===== config.mk =====
export PLATFORM = sky130hd
export DESIGN_NAME = booth_mul_arbiter
export DESIGN_NICKNAME = d
export VERILOG_FILES = /design/src/rtl/booth_arb_pkg.sv /design/src/rtl/booth_arb_pick.sv /design/src/rtl/booth_mul_arbiter.sv
export SDC_FILE = /design/constraint.sdc
export NUM_CORES = 1
export LEC_CHECK = 0
export BUFFER_PORTS_ARGS = -buffer_cell sky130_fd_sc_hd__buf_2
export CAP_MARGIN = 20
export CORE_MARGIN = 3
export CORE_UTILIZATION = 51
export DETAILED_ROUTE_END_ITERATION = 12
export PLACE_DENSITY = 0.94
export SLEW_MARGIN = 10
export SYNTH_ARGS = -nofsm -noshare
export SYNTH_HDL_FRONTEND = slang
export SYNTH_SLANG_ARGS = --single-unit

===== constraint.sdc =====
create_clock -name clk -period 4.4 [get_ports clk]
set_input_delay 0.66 -clock clk [delete_from_list [all_inputs] [get_ports clk]]
set_output_delay 0.66 -clock clk [all_outputs]
set_load 0.05 [all_outputs]

===== src/rtl/booth_arb_pkg.sv =====
`default_nettype none
// ============================================================================
//  Module   : booth_arb_pkg
//  Brief    : Shared widths and FSM state encoding for the Booth multiplier
//             arbiter (booth_mul_arbiter and booth_arb_pick).
//  Revision : 1.0  initial release
// ============================================================================
package booth_arb_pkg;

   localparam int c_OP_W   = 8;    // operand width on the core input bus
   localparam int c_PROD_W = 16;   // signed product width {A,Q}
   localparam int c_ID_W   = 3;    // requester index width

   typedef enum logic [2:0] {
      S_IDLE   = 3'd0,
      S_LOAD_Q = 3'd1,
      S_LOAD_M = 3'd2,
      S_WAIT   = 3'd3,
      S_RESP   = 3'd4
   } state_t;

endpackage
`default_nettype wire


===== src/rtl/booth_arb_pick.sv =====
`default_nettype none
// ============================================================================
//  Module   : booth_arb_pick
//  Brief    : Combinational winner selection among pending requests.
//             BOOTH_ARB_RR_EN defined : round-robin, search starts after the
//                                       last winner; pointer moves on grant.
//             BOOTH_ARB_RR_EN absent  : fixed priority, lowest index wins.
//  Revision : 1.0  initial release
// ============================================================================
module booth_arb_pick
   import booth_arb_pkg::*;
#(
   parameter int N_REQ = 4
)
(
`ifdef BOOTH_ARB_RR_EN
   input  logic              clk,
   input  logic              rst,
   input  logic              grant,
`endif
   input  logic [N_REQ-1:0]  req_valid,
   output logic              any,
   output logic [c_ID_W-1:0] winner
);

   assign any = |req_valid;

`ifdef BOOTH_ARB_RR_EN
   localparam logic [c_ID_W:0] c_N = (c_ID_W+1)'(N_REQ);

   // r_ptr holds the index where the next search begins
   logic [c_ID_W-1:0]  r_ptr;
   logic [2*N_REQ-1:0] w_dbl;
   logic [2*N_REQ-1:0] w_shift;
   logic [N_REQ-1:0]   w_rot;
   logic [c_ID_W-1:0]  w_off;
   logic [c_ID_W:0]    w_sum;
   logic [c_ID_W:0]    w_wrap;

   // Rotate the request vector so position 0 is the search start
   assign w_dbl   = {req_valid, req_valid};
   assign w_shift = w_dbl >> r_ptr;
   assign w_rot   = w_shift[N_REQ-1:0];

   // First pending request in rotated order
   always_comb begin
      w_off = '0;
      for (int k = N_REQ-1; k >= 0; k--) begin
         if (w_rot[k]) w_off = c_ID_W'(k);
      end
   end

   // Undo the rotation modulo N_REQ
   assign w_sum  = {1'b0, r_ptr} + {1'b0, w_off};
   assign w_wrap = w_sum - c_N;
   assign winner = (w_sum >= c_N) ? w_wrap[c_ID_W-1:0] : w_sum[c_ID_W-1:0];

   // Advance the search start past the winner on every grant
   always_ff @(posedge clk or negedge rst) begin
      if (!rst) begin
         r_ptr <= '0;
      end else if (grant) begin
         r_ptr <= (winner == c_ID_W'(N_REQ-1)) ? '0 : winner + 1'b1;
      end
   end
`else
   // Lowest pending index wins
   always_comb begin
      winner = '0;
      for (int k = N_REQ-1; k >= 0; k--) begin
         if (req_valid[k]) winner = c_ID_W'(k);
      end
   end
`endif

endmodule
`default_nettype wire


===== src/rtl/booth_mul_arbiter.sv =====
`default_nettype none
// ============================================================================
//  Module   : booth_mul_arbiter
//  Brief    : Shares one 8x8 radix-4 Booth core among N_REQ requesters.
//             Grants one request, restarts the core through mul_rst, streams
//             Q then M on mul_inbus, waits for mul_stop (with watchdog) and
//             returns the 16-bit product. Optional macro BOOTH_ARB_RR_EN
//             selects round-robin arbitration instead of fixed priority.
//  Revision : 1.0  initial release
// ============================================================================
module booth_mul_arbiter
   import booth_arb_pkg::*;
#(
   parameter int N_REQ    = 4,
   parameter int WAIT_MAX = 63
)
(
   input  logic                    clk,
   input  logic                    rst,
   input  logic [N_REQ-1:0]        req_valid,
   input  logic [c_OP_W*N_REQ-1:0] req_a,
   input  logic [c_OP_W*N_REQ-1:0] req_b,
   output logic [N_REQ-1:0]        req_ready,
   output logic                    rsp_valid,
   output logic [c_ID_W-1:0]       rsp_id,
   output logic [c_PROD_W-1:0]     rsp_data,
   output logic                    rsp_err,
   output logic                    mul_rst,
   output logic [c_OP_W-1:0]       mul_inbus,
   input  logic [c_PROD_W-1:0]     mul_outbus,
   input  logic                    mul_stop
);

   localparam int                c_WD_W   = $clog2(WAIT_MAX + 1);
   localparam logic [c_WD_W-1:0] c_WD_MAX = c_WD_W'(WAIT_MAX);

   state_t                r_state;
   logic [c_OP_W-1:0]     r_b;
   logic [c_ID_W-1:0]     r_id;
   logic [c_WD_W-1:0]     r_wd;
   logic [N_REQ-1:0]      r_req_ready;
   logic                  r_rsp_valid;
   logic [c_ID_W-1:0]     r_rsp_id;
   logic [c_PROD_W-1:0]   r_rsp_data;
   logic                  r_rsp_err;
   logic                  r_mul_rst;
   logic [c_OP_W-1:0]     r_mul_inbus;

   logic                  w_any;
   logic                  w_grant;
   logic [c_ID_W-1:0]     w_winner;
   logic [c_OP_W-1:0]     w_a;
   logic [c_OP_W-1:0]     w_b;
   logic [N_REQ-1:0]      w_onehot;

   // Arbitration is only acted on while idle
   assign w_grant = (r_state == S_IDLE) && w_any;

   booth_arb_pick #(
      .N_REQ     (N_REQ)
   ) u_pick (
`ifdef BOOTH_ARB_RR_EN
      .clk       (clk),
      .rst       (rst),
      .grant     (w_grant),
`endif
      .req_valid (req_valid),
      .any       (w_any),
      .winner    (w_winner)
   );

   // Select the winner's operands and build its one-hot grant
   always_comb begin
      w_a      = '0;
      w_b      = '0;
      w_onehot = '0;
      for (int k = 0; k < N_REQ; k++) begin
         if (w_winner == c_ID_W'(k)) begin
            w_a         = req_a[k*c_OP_W +: c_OP_W];
            w_b         = req_b[k*c_OP_W +: c_OP_W];
            w_onehot[k] = 1'b1;
         end
      end
   end

   // Operation sequencer: grant, load Q, load M, wait with watchdog, respond
   always_ff @(posedge clk or negedge rst) begin
      if (!rst) begin
         r_state     <= S_IDLE;
         r_b         <= '0;
         r_id        <= '0;
         r_wd        <= '0;
         r_req_ready <= '0;
         r_rsp_valid <= 1'b0;
         r_rsp_id    <= '0;
         r_rsp_data  <= '0;
         r_rsp_err   <= 1'b0;
         r_mul_rst   <= 1'b0;
         r_mul_inbus <= '0;
      end else begin
         r_req_ready <= '0;
         r_rsp_valid <= 1'b0;
         case (r_state)
            S_IDLE: begin
               // Core stays in reset until a request is granted
               r_mul_rst   <= 1'b0;
               r_mul_inbus <= '0;
               if (w_grant) begin
                  r_req_ready <= w_onehot;
                  r_b         <= w_b;
                  r_id        <= w_winner;
                  r_mul_rst   <= 1'b1;
                  r_mul_inbus <= w_a;
                  r_state     <= S_LOAD_Q;
               end
            end
            S_LOAD_Q: begin
               r_mul_inbus <= r_b;
               r_state     <= S_LOAD_M;
            end
            S_LOAD_M: begin
               r_mul_inbus <= '0;
               r_wd        <= '0;
               r_state     <= S_WAIT;
            end
            S_WAIT: begin
               // A real completion beats a simultaneous watchdog expiry
               if (mul_stop) begin
                  r_rsp_valid <= 1'b1;
                  r_rsp_id    <= r_id;
                  r_rsp_data  <= mul_outbus;
                  r_rsp_err   <= 1'b0;
                  r_state     <= S_RESP;
               end else if (r_wd == c_WD_MAX) begin
                  r_rsp_valid <= 1'b1;
                  r_rsp_id    <= r_id;
                  r_rsp_data  <= '0;
                  r_rsp_err   <= 1'b1;
                  r_state     <= S_RESP;
               end else begin
                  r_wd <= r_wd + 1'b1;
               end
            end
            S_RESP: begin
               // Drop mul_rst so the core is re-reset during the IDLE cycle
               r_mul_rst <= 1'b0;
               r_state   <= S_IDLE;
            end
            default: begin
               r_mul_rst <= 1'b0;
               r_state   <= S_IDLE;
            end
         endcase
      end
   end

   assign req_ready = r_req_ready;
   assign rsp_valid = r_rsp_valid;
   assign rsp_id    = r_rsp_id;
   assign rsp_data  = r_rsp_data;
   assign rsp_err   = r_rsp_err;
   assign mul_rst   = r_mul_rst;
   assign mul_inbus = r_mul_inbus;

endmodule
`default_nettype wire

==> reports/results.tsv, run 1 <==
metric	value	unit
grt_pass1_vias	2413	
synth.avg_cell_area	9.91	um2
cp-end-kind	flip-flop	
synth_top_cell_by_area	dfrtp_1	
antenna_found_initial	0	
synth_ff_type	dfrtp_1	
die-area	0.00628	mm2
clock_latency	300	ps
vdd_drop_max	427	uV
clkTransAtPathRegs	90	ps
h-tree-depth	2	
cts_hold_buf	0	
slowest_delay	910	ps
gp_congestion	0.840	
period_needed	2460	ps
crit_type	flip-flop to flip-flop	
area.growth.synth_to_final	25.1	%
rsz0062_at_grt	false	
wl_met3	583	um
cts_root_buffer	clkbuf_8	
die_h	79.2	um
vias	2531	
syn-num-nets	364	
fin_ws	1940	ps
max_freq	407	MHz
postLayoutCellArea	0.00342	mm2
io_buffers	119	
synth_seq_cells	52	
cp_top_family	simple AND/OR/NAND/NOR gates	
drc	0	
placed_cell_area	0.00331	mm2
n_antenna_cell	0	
worst_hold_slack	246	ps
critPathMaxFanout	19	
post-route-period-util	55.9	%
antenna_left	0	
hpwl	5.32	mm
fin_cells	454	
numCtsBuffers	5	
multiInputGateArea	0.00127	mm2
status	finished, final reports clean	
postCtsResizedCells	0	
cpMaxStageDelayCell	nor2b_1	
slew_viol_final	0	
coreArea	0.00514	mm2
path_buf_inv	0	
setup_tns	0	ps
synthTopCellsByArea	dfrtp_1 (48%), a22o_1 (7.7%), a22oi_1 (5.8%)	
fp.dieW	79.2	um
dr_wl_met2	3.39	mm
fillCellCount	417	
cp_common_cell	o21ai_0	
worst_pin_slew	1090	ps
rows	26	
synth.top_cell.area_share	47.6	%
routedWlPerCell	15.4	um
netlist_area	0.00273	mm2
ys_seq_area_share	47.6	%
drive_above_1_share	34.9	%
setup_viol	0	
viasPerCell	5.57	
fin_skew	10.1	ps
crit_chain	nor3_4, nor2b_1, o21ai_0, o21ai_0	
wl_met1	2.91	mm
dp_slack	1930	ps
synthCells	276	
cts_tree	yes	
grt_max_degree	53	
p_leak	1.76	nW
slew_headroom	27.2	%
synth_warnings	0	
arrival	2680	ps
cts.sinks	52	
p_per_area	640	mW/mm2
synth_edf_count	0	
synth.distinct_cells	40	
grt_pass1_wl	11.2	mm
gr-usage-all-layers	22.7	%
maxCapViolations	0	
post-place-cells	446	
finalHoldViolCount	0	
start_kind	flip-flop	
layout.nets	472	
dr.pass1.iters	4	
final_common_cell	buf_2	
clockBufferDepth	2	
overflow	0	
start_util	53.2	%
post-cts-setup-buffers	0	
first_iter_violations	116	
ys_async_sr_fraction	100	%
routed.top_layer	met4	
layout_common_cells	buf_2 (119), dfrtp_1 (52), a22o_1 (24), a22oi_1 (21), o21ai_0 (21)	
hold_class	primary input to asynchronous set/reset pin	
num_io_pins	121	
worstPathRequired	4620	ps
wl	6.99	mm
ff_latch_area	0.00130	mm2
==> layout make-up <==
cell class / count / share of cell area (%)
Clock buffer: 6 / 2.41
Clock inverter: 1 / 0.256
Inverter: 12 / 1.32
Multi-Input combinational cell: 192 / 37.2
Sequential cell: 52 / 38.1
Tap cell: 70 / 2.56
Timing Repair Buffer: 121 / 18.2
==> Yosys cell counts (all sizes together) (2+ instances only) <==
cell type  number
mux2            3
o31ai           2
o21a            2
and3            2
and3b           2
nand2          13
nand4           2
a21o            5
nor3b           2
dfrtp          52
nand3b          4
a21oi          16
a22o           24
nor3            6
inv            12
nor2           13
a22oi          21
clkbuf          8
o21ai          30
a211o           8
a211oi          4
buf            12
and2            5
a221oi          3
nand2b         13
nor2b           3
==> final timing paths <==
check / from / endpoint / slack, ps / cells after the start
hold reg to reg: rsp_err / rsp_err / 500 / 2
setup / recovery: r_state[2] / mul_inbus[7] / 1940 / 4
setup reg to reg: r_state[2] / mul_inbus[7] / 1940 / 4
max in group asynchronous: rst / mul_inbus[5] / 3660 / 2
min in group clk: rsp_err / rsp_err / 500 / 2
hold / removal: rst / r_wd[4] / 250 / 1
==> cells by family after synthesis <==
logic type      after synthesis  synth area share, %
fa+ha+maj                     1                0.458
other cells                   1                0.137
simple gates                 69                 14.7
buf+inv                      32                 5.90
flops                        52                 47.6
compound gates              117                 29.6
mux                           4                 1.60
==> power by group <==
group	switching [mW]	internal (mW)
clock network	0.147	0.126
logic	0.738	0.352
registers	0.163	0.663
==> stage by stage <==
| step | util, % | power [mW] |
|---|---|---|
| after floorplan | - | 1.65 |
| after global routing | 66.5 | 2.32 |
| after CTS | 66.1 | 2.19 |
| after global placement | 64.4 | 1.88 |
| final | 66.5 | 2.19 |
| after detailed placement | 64.4 | 1.92 |
==> worst reg2reg max path: cells and delay by family (launching register included) <==
family | cells | cell delay [ps]
flops | 1 | 600
simple gates | 2 | 1320
compound gates | 2 | 460
==> registers in the layout, indices dropped and copies added, names as in the netlist <==
register	count
r_state	3
rsp_id	2
r_wd	6
r_b	8
rsp_err	1
mul_rst	1
r_id	2
rsp_valid	1
rsp_data	16
mul_inbus	8
req_ready	4
==> metal layers <==
metal / vias up / global-route usage (%)
met5: - / 0
met4: 0 / 6.01
met3: 13 / 4.88
met2: 119 / 38.6
met1: 1164 / 29.3
li1: 1235 / -
(Power assumes the default switching activity.)
==> run 2, diff against run 1 <==
- CORE_UTILIZATION: 51 -> 43
- PLACE_DENSITY: 0.94 -> 0.86
- clock period: 4.4 -> 2.2 ns (I/O delays scaled with it)
==> run 2 against run 1 <==
Register-to-register slack got worse by 1600 ps. Fmax increased by 30%. Clock power increased by 150%. Die area increased by 17%. Total power increased by 110%. Sequential power increased by 91%. Count of clock-buffer cells in the layout decreased by 1. Cell count increased by 2.9%. Non-clock buffer count increased by 7. Flip-flop and latch count unchanged.
==> reports/results.tsv, run 2 (synthesis results as in run 1) <==
metric	value	unit	change
status	finished, final reports clean		
setup_tns	0	ps	unchanged
cts_root_buffer	clkbuf_8		
finalHoldViolCount	0		unchanged
start_util	45.4	%	-7.8 points
wl_met3	522	um	-10%
p_per_area	1310	mW/mm2	+100%
numCtsBuffers	5		unchanged
drive_above_1_share	36.2	%	+1.3 points
start_kind	flip-flop		
viasPerCell	5.49		-1.6%
fp.dieW	85.7	um	+8.2%
io_buffers	119		unchanged
coreArea	0.00603	mm2	+17%
gp_congestion	0.816		-2.9%
cp-end-kind	flip-flop		
fin_skew	7.32	ps	-2.79 ps
largest_reg_flops	16		unchanged
grt_max_degree	53		unchanged
dr_wl_met2	3.69	mm	+8.8%
cp_top_family	compound AO/OA/AOI/OAI gates		
n_antenna_cell	0		unchanged
die_h	85.7	um	+8.2%
worst_hold_slack	115	ps	-131 ps
grt_pass1_wl	11.8	mm	+5.3%
gr-usage-all-layers	20.0	%	-2.6 points
wl	7.30	mm	+4.6%
slew_headroom	57.6	%	+30 points
setup_viol	0		unchanged
post-route-period-util	86.1	%	+30 points
postCtsResizedCells	0		unchanged
hpwl	5.77	mm	+8.5%
layout_common_cells	buf_2 (119), dfrtp_1 (52), a22o_1 (24), a22oi_1 (21), o21ai_0 (21)		
cts.sinks	52		unchanged
crit_chain	ha_1, and4_1, and2_2, o21ai_1, buf_4, a22o_1		
rsz0062_at_grt	false		
first_iter_violations	128		+10%
routed.top_layer	met4		
clockBufferDepth	2		unchanged
path_buf_inv	1		+1
p_leak	1.80	nW	+2.4%
post-cts-setup-buffers	0		unchanged
dr.pass1.iters	4		unchanged
critPathMaxFanout	18		-1
cts_hold_buf	0		unchanged
num_io_pins	121		unchanged
arrival	2140	ps	-540 ps
slew_viol_final	0		unchanged
drc	0		unchanged
antenna_found_initial	0		unchanged
worst_pin_slew	636	ps	-453 ps
clock_latency	310	ps	about the same
layout.nets	479		+1.5%
crit_type	flip-flop to flip-flop		
die-area	0.00735	mm2	+17%
period_needed	1890	ps	-566 ps
clkTransAtPathRegs	90	ps	about the same
hold_class	primary input to asynchronous set/reset pin		
wl_met1	3.01	mm	+3.8%
cts_tree	yes		
vdd_drop_max	1050	uV	+150%
max_freq	528	MHz	+30%
overflow	0		unchanged
rows	28		+7.7%
h-tree-depth	2		unchanged
cpMaxStageDelayCell	dfrtp_1		
routedWlPerCell	15.6	um	+1.7%
maxCapViolations	0		unchanged
grt_pass1_vias	2512		+4.1%
vias	2562		+1.2%
area.growth.synth_to_final	27.6	%	
worstPathRequired	2440	ps	-2180 ps
final_common_cell	buf_2		
antenna_left	0		unchanged
slowest_delay	430	ps	-480 ps
fillCellCount	544		+30%
==> run 2: cell types whose count changed in the layout (fill, tap and decap cells not counted), sizes merged <==
cell,before,now
buf,121,128
clkbuf,6,5
inv,12,13
bufinv,0,1
==> run 2: path summary, 6_finish.rpt <==
path	start	to	slack, ps	depth (start not counted)
max reg2reg	r_wd[0]	rsp_data[13]	310	6
min in group clk	mul_outbus[15]	rsp_data[15]	240	2
min reg2reg	r_b[1]	r_b[1]	510	2
max in group asynchronous	rst	req_ready[3]	1650	2
min	rst	r_wd[4]	120	2
max	r_wd[0]	rsp_data[13]	310	6
==> run 2: layout make-up <==
type                       instances  area, um2  area share [%]
tap                               75       93.8            2.69
clock buffer                       5       68.8            1.97
sequential                        52       1300            37.3
timing repair buffer             128        663            19.0
multi-input combinational        192       1270            36.4
inverter                          12       45.0            1.29
clock inverter                     3       46.3            1.33
==> run 2: metal layers <==
layer,GRT usage (%),up-vias
met3,2.98,8
met4,5.04,0
li1,-,1247
met5,0,-
met2,35.9,110
met1,25.3,1197
==> run 2: per-stage QoR <==
| step | cell area (um2) | setup WS [ps] | power (mW) | std cells | util, % |
|---|---|---|---|---|---|
| after floorplan | 2730 | 444 | 3.31 | 276 | - |
| after global placement | 3370 | 276 | 3.84 | 459 | 56.0 |
| after detailed placement | 3370 | 237 | 3.92 | 459 | 56.0 |
| after CTS | 3490 | 316 | 4.59 | 467 | 57.9 |
| after global routing | 3490 | 204 | 4.84 | 467 | 57.9 |
| final | 3490 | 306 | 4.56 | 467 | 57.9 |
==> run 2: worst register-to-register path, stage by stage, from the launching register on <==
cell     delay (ps)
dfrtp_1         430
ha_1            240
and4_1          210
and2_2          220
o21ai_1         270
buf_4           280
a22o_1          180
==> run 2: power by group <==
group	internal, mW	switching [mW]
Combinational	0.755	1.55
Sequential	1.33	0.255
Clock	0.345	0.329
==> run 3, diff against run 2 <==
- REMOVE_ABC_BUFFERS: not set -> 1
==> run 3 against run 2 <==
Critical path depth unchanged. Sequential power is essentially flat. Count of clock-buffer cells in the layout up 2. Combinational power grew 3%. Largest power group unchanged. Register-to-register slack lost 20 ps. Cell count up 0.86%. Critical endpoint is now rsp_data[11].
==> reports/results.tsv, run 3 (synthesis results as in run 1) <==
metric	value	unit	change
layout.nets	483		+0.84%
clock_latency	300	ps	about the same
first_iter_violations	77		-40%
crit_type	flip-flop to flip-flop		
setup_viol	0		unchanged
cts_root_buffer	clkbuf_8		
finalHoldViolCount	0		unchanged
post-cts-setup-buffers	0		unchanged
period_needed	1910	ps	+16.6 ps
cts_hold_buf	0		unchanged
start_kind	flip-flop		
postLayoutCellArea	0.00351	mm2	+0.61%
grt_pass1_wl	11.7	mm	-1.3%
p_leak	1.81	nW	+0.49%
gr-usage-all-layers	19.8	%	-0.28 points
cp-startpoint	r_wd[0]		
multiInputGateArea	0.00127	mm2	unchanged
antenna_found_initial	0		unchanged
worstPathRequired	2440	ps	about the same
slew_headroom	58.3	%	+0.73 points
fillCellCount	560		+2.9%
n_antenna_cell	0		unchanged
clkPwrFrac	12.4	%	-2.4 points
placed_cell_area	0.00341	mm2	+1.0%
fin_cells	471		+0.86%
total_power	4.48	mW	-1.9%
maxCapViolations	0		unchanged
fin_skew	3.00	ps	-4.32 ps
slew_viol_final	0		unchanged
viasPerCell	5.60		+2.1%
final_common_cell	buf_2		
largest_reg_flops	16		unchanged
rows	28		unchanged
routedWlPerCell	15.4	um	-1.3%
io_buffers	119		unchanged
status	finished, final reports clean		
critPathMaxFanout	14		-4
regToRegSetupSlack	290	ps	-20 ps
layout_common_cells	buf_2 (119), dfrtp_1 (52), a22o_1 (24), a22oi_1 (21), o21ai_0 (21)		
drc	0		unchanged
postCtsResizedCells	0		unchanged
internal_power	2.36	mW	-2.8%
post-route-util	58.3	%	+0.35 points
die_h	85.7	um	unchanged
start_util	45.4	%	unchanged
die-area	0.00735	mm2	unchanged
overflow	0		unchanged
p_sw_share	47.3	%	+0.48 points
post-place-cells	462		+0.65%
area.growth.synth_to_final	28.4	%	
vias	2639		+3.0%
clockBufferDepth	2		unchanged
power.share.sequential	34.7	%	about the same
clkTransAtPathRegs	90	ps	about the same
grt_pass1_vias	2456		-2.2%
antenna_left	0		unchanged
drive_above_1_share	36.6	%	+0.39 points
fp.dieW	85.7	um	unchanged
power.switching	2.12	mW	-0.88%
crit-reg2reg-launch	r_wd[0]		
rsz0062_at_grt	false		
dr.pass1.iters	4		unchanged
post-route-period-util	86.8	%	+0.76 points
wl	7.27	mm	-0.42%
p_per_area	1280	mW/mm2	-2.5%
cts.sinks	52		unchanged
ff_latch_area	0.00130	mm2	unchanged
coreArea	0.00603	mm2	unchanged
grt_max_degree	53		unchanged
h-tree-depth	2		unchanged
cts_tree	yes		
num_io_pins	121		unchanged
vdd_drop_max	1050	uV	+0.12%
gp_congestion	0.833		+2.1%
cp-end-kind	flip-flop		
arrival	2150	ps	about the same
worst_pin_slew	624	ps	-12.3 ps
hpwl	5.62	mm	-2.5%
max_freq	523	MHz	-0.87%
hold_class	primary input to asynchronous set/reset pin		
numCtsBuffers	5		unchanged
p_comb_share	52.9	%	+2.3 points
## run 3: worst max-delay path: stages, from the launching register on
cell,delay [ps]
dfrtp_1,420
ha_1,240
and4_1,210
and2_2,230
o21ai_1,300
buf_4,280
a22o_1,170
## run 3: worst paths after layout
check,end,cells after the start
min in group clk,rsp_data[13],2
max in group asynchronous,rsp_data[0],2
hold / removal,rsp_data[3],2
setup reg to reg,rsp_data[11],6
hold reg to reg,r_b[5],2
setup / recovery,rsp_data[11],6
## run 3: area by class of cell
class                           count  area share [%]
Clock buffer                        7            2.46
Clock inverter                      1           0.214
Inverter                           12            1.28
Multi-Input combinational cell    192            36.2
Sequential cell                    52            37.1
Tap cell                           75            2.67
Timing Repair Buffer              132            20.1
## run 3: stage by stage
stage	hold WS, ps	setup TNS [ps]	setup WS, ps
4_1_cts	7.19	0	200
3_3_place_gp	337	0	308
2_1_floorplan	34.4	-158	-79.0
5_1_grt	25.6	0	138
6_report	5.59	0	289
3_5_place_dp	344	0	211
## run 3: power by group through the flow
| stage | clock network (mW) | registers (mW) | logic, mW |
|---|---|---|---|
| 2_1_floorplan | 0 | 2.41 | 0.803 |
| 3_3_place_gp | 0 | 1.55 | 2.31 |
| 3_5_place_dp | 0 | 1.57 | 2.37 |
| 4_1_cts | 0.577 | 1.55 | 2.38 |
| 5_1_grt | 0.610 | 1.60 | 2.55 |
| 6_report | 0.557 | 1.55 | 2.37 |
## run 3: layer usage
metal	part of all wire (%)	track usage [%]
met4	1.2	5.90
met2	48	32.4
met1	42	26.3
met3	8.5	4.32
met5	0	0
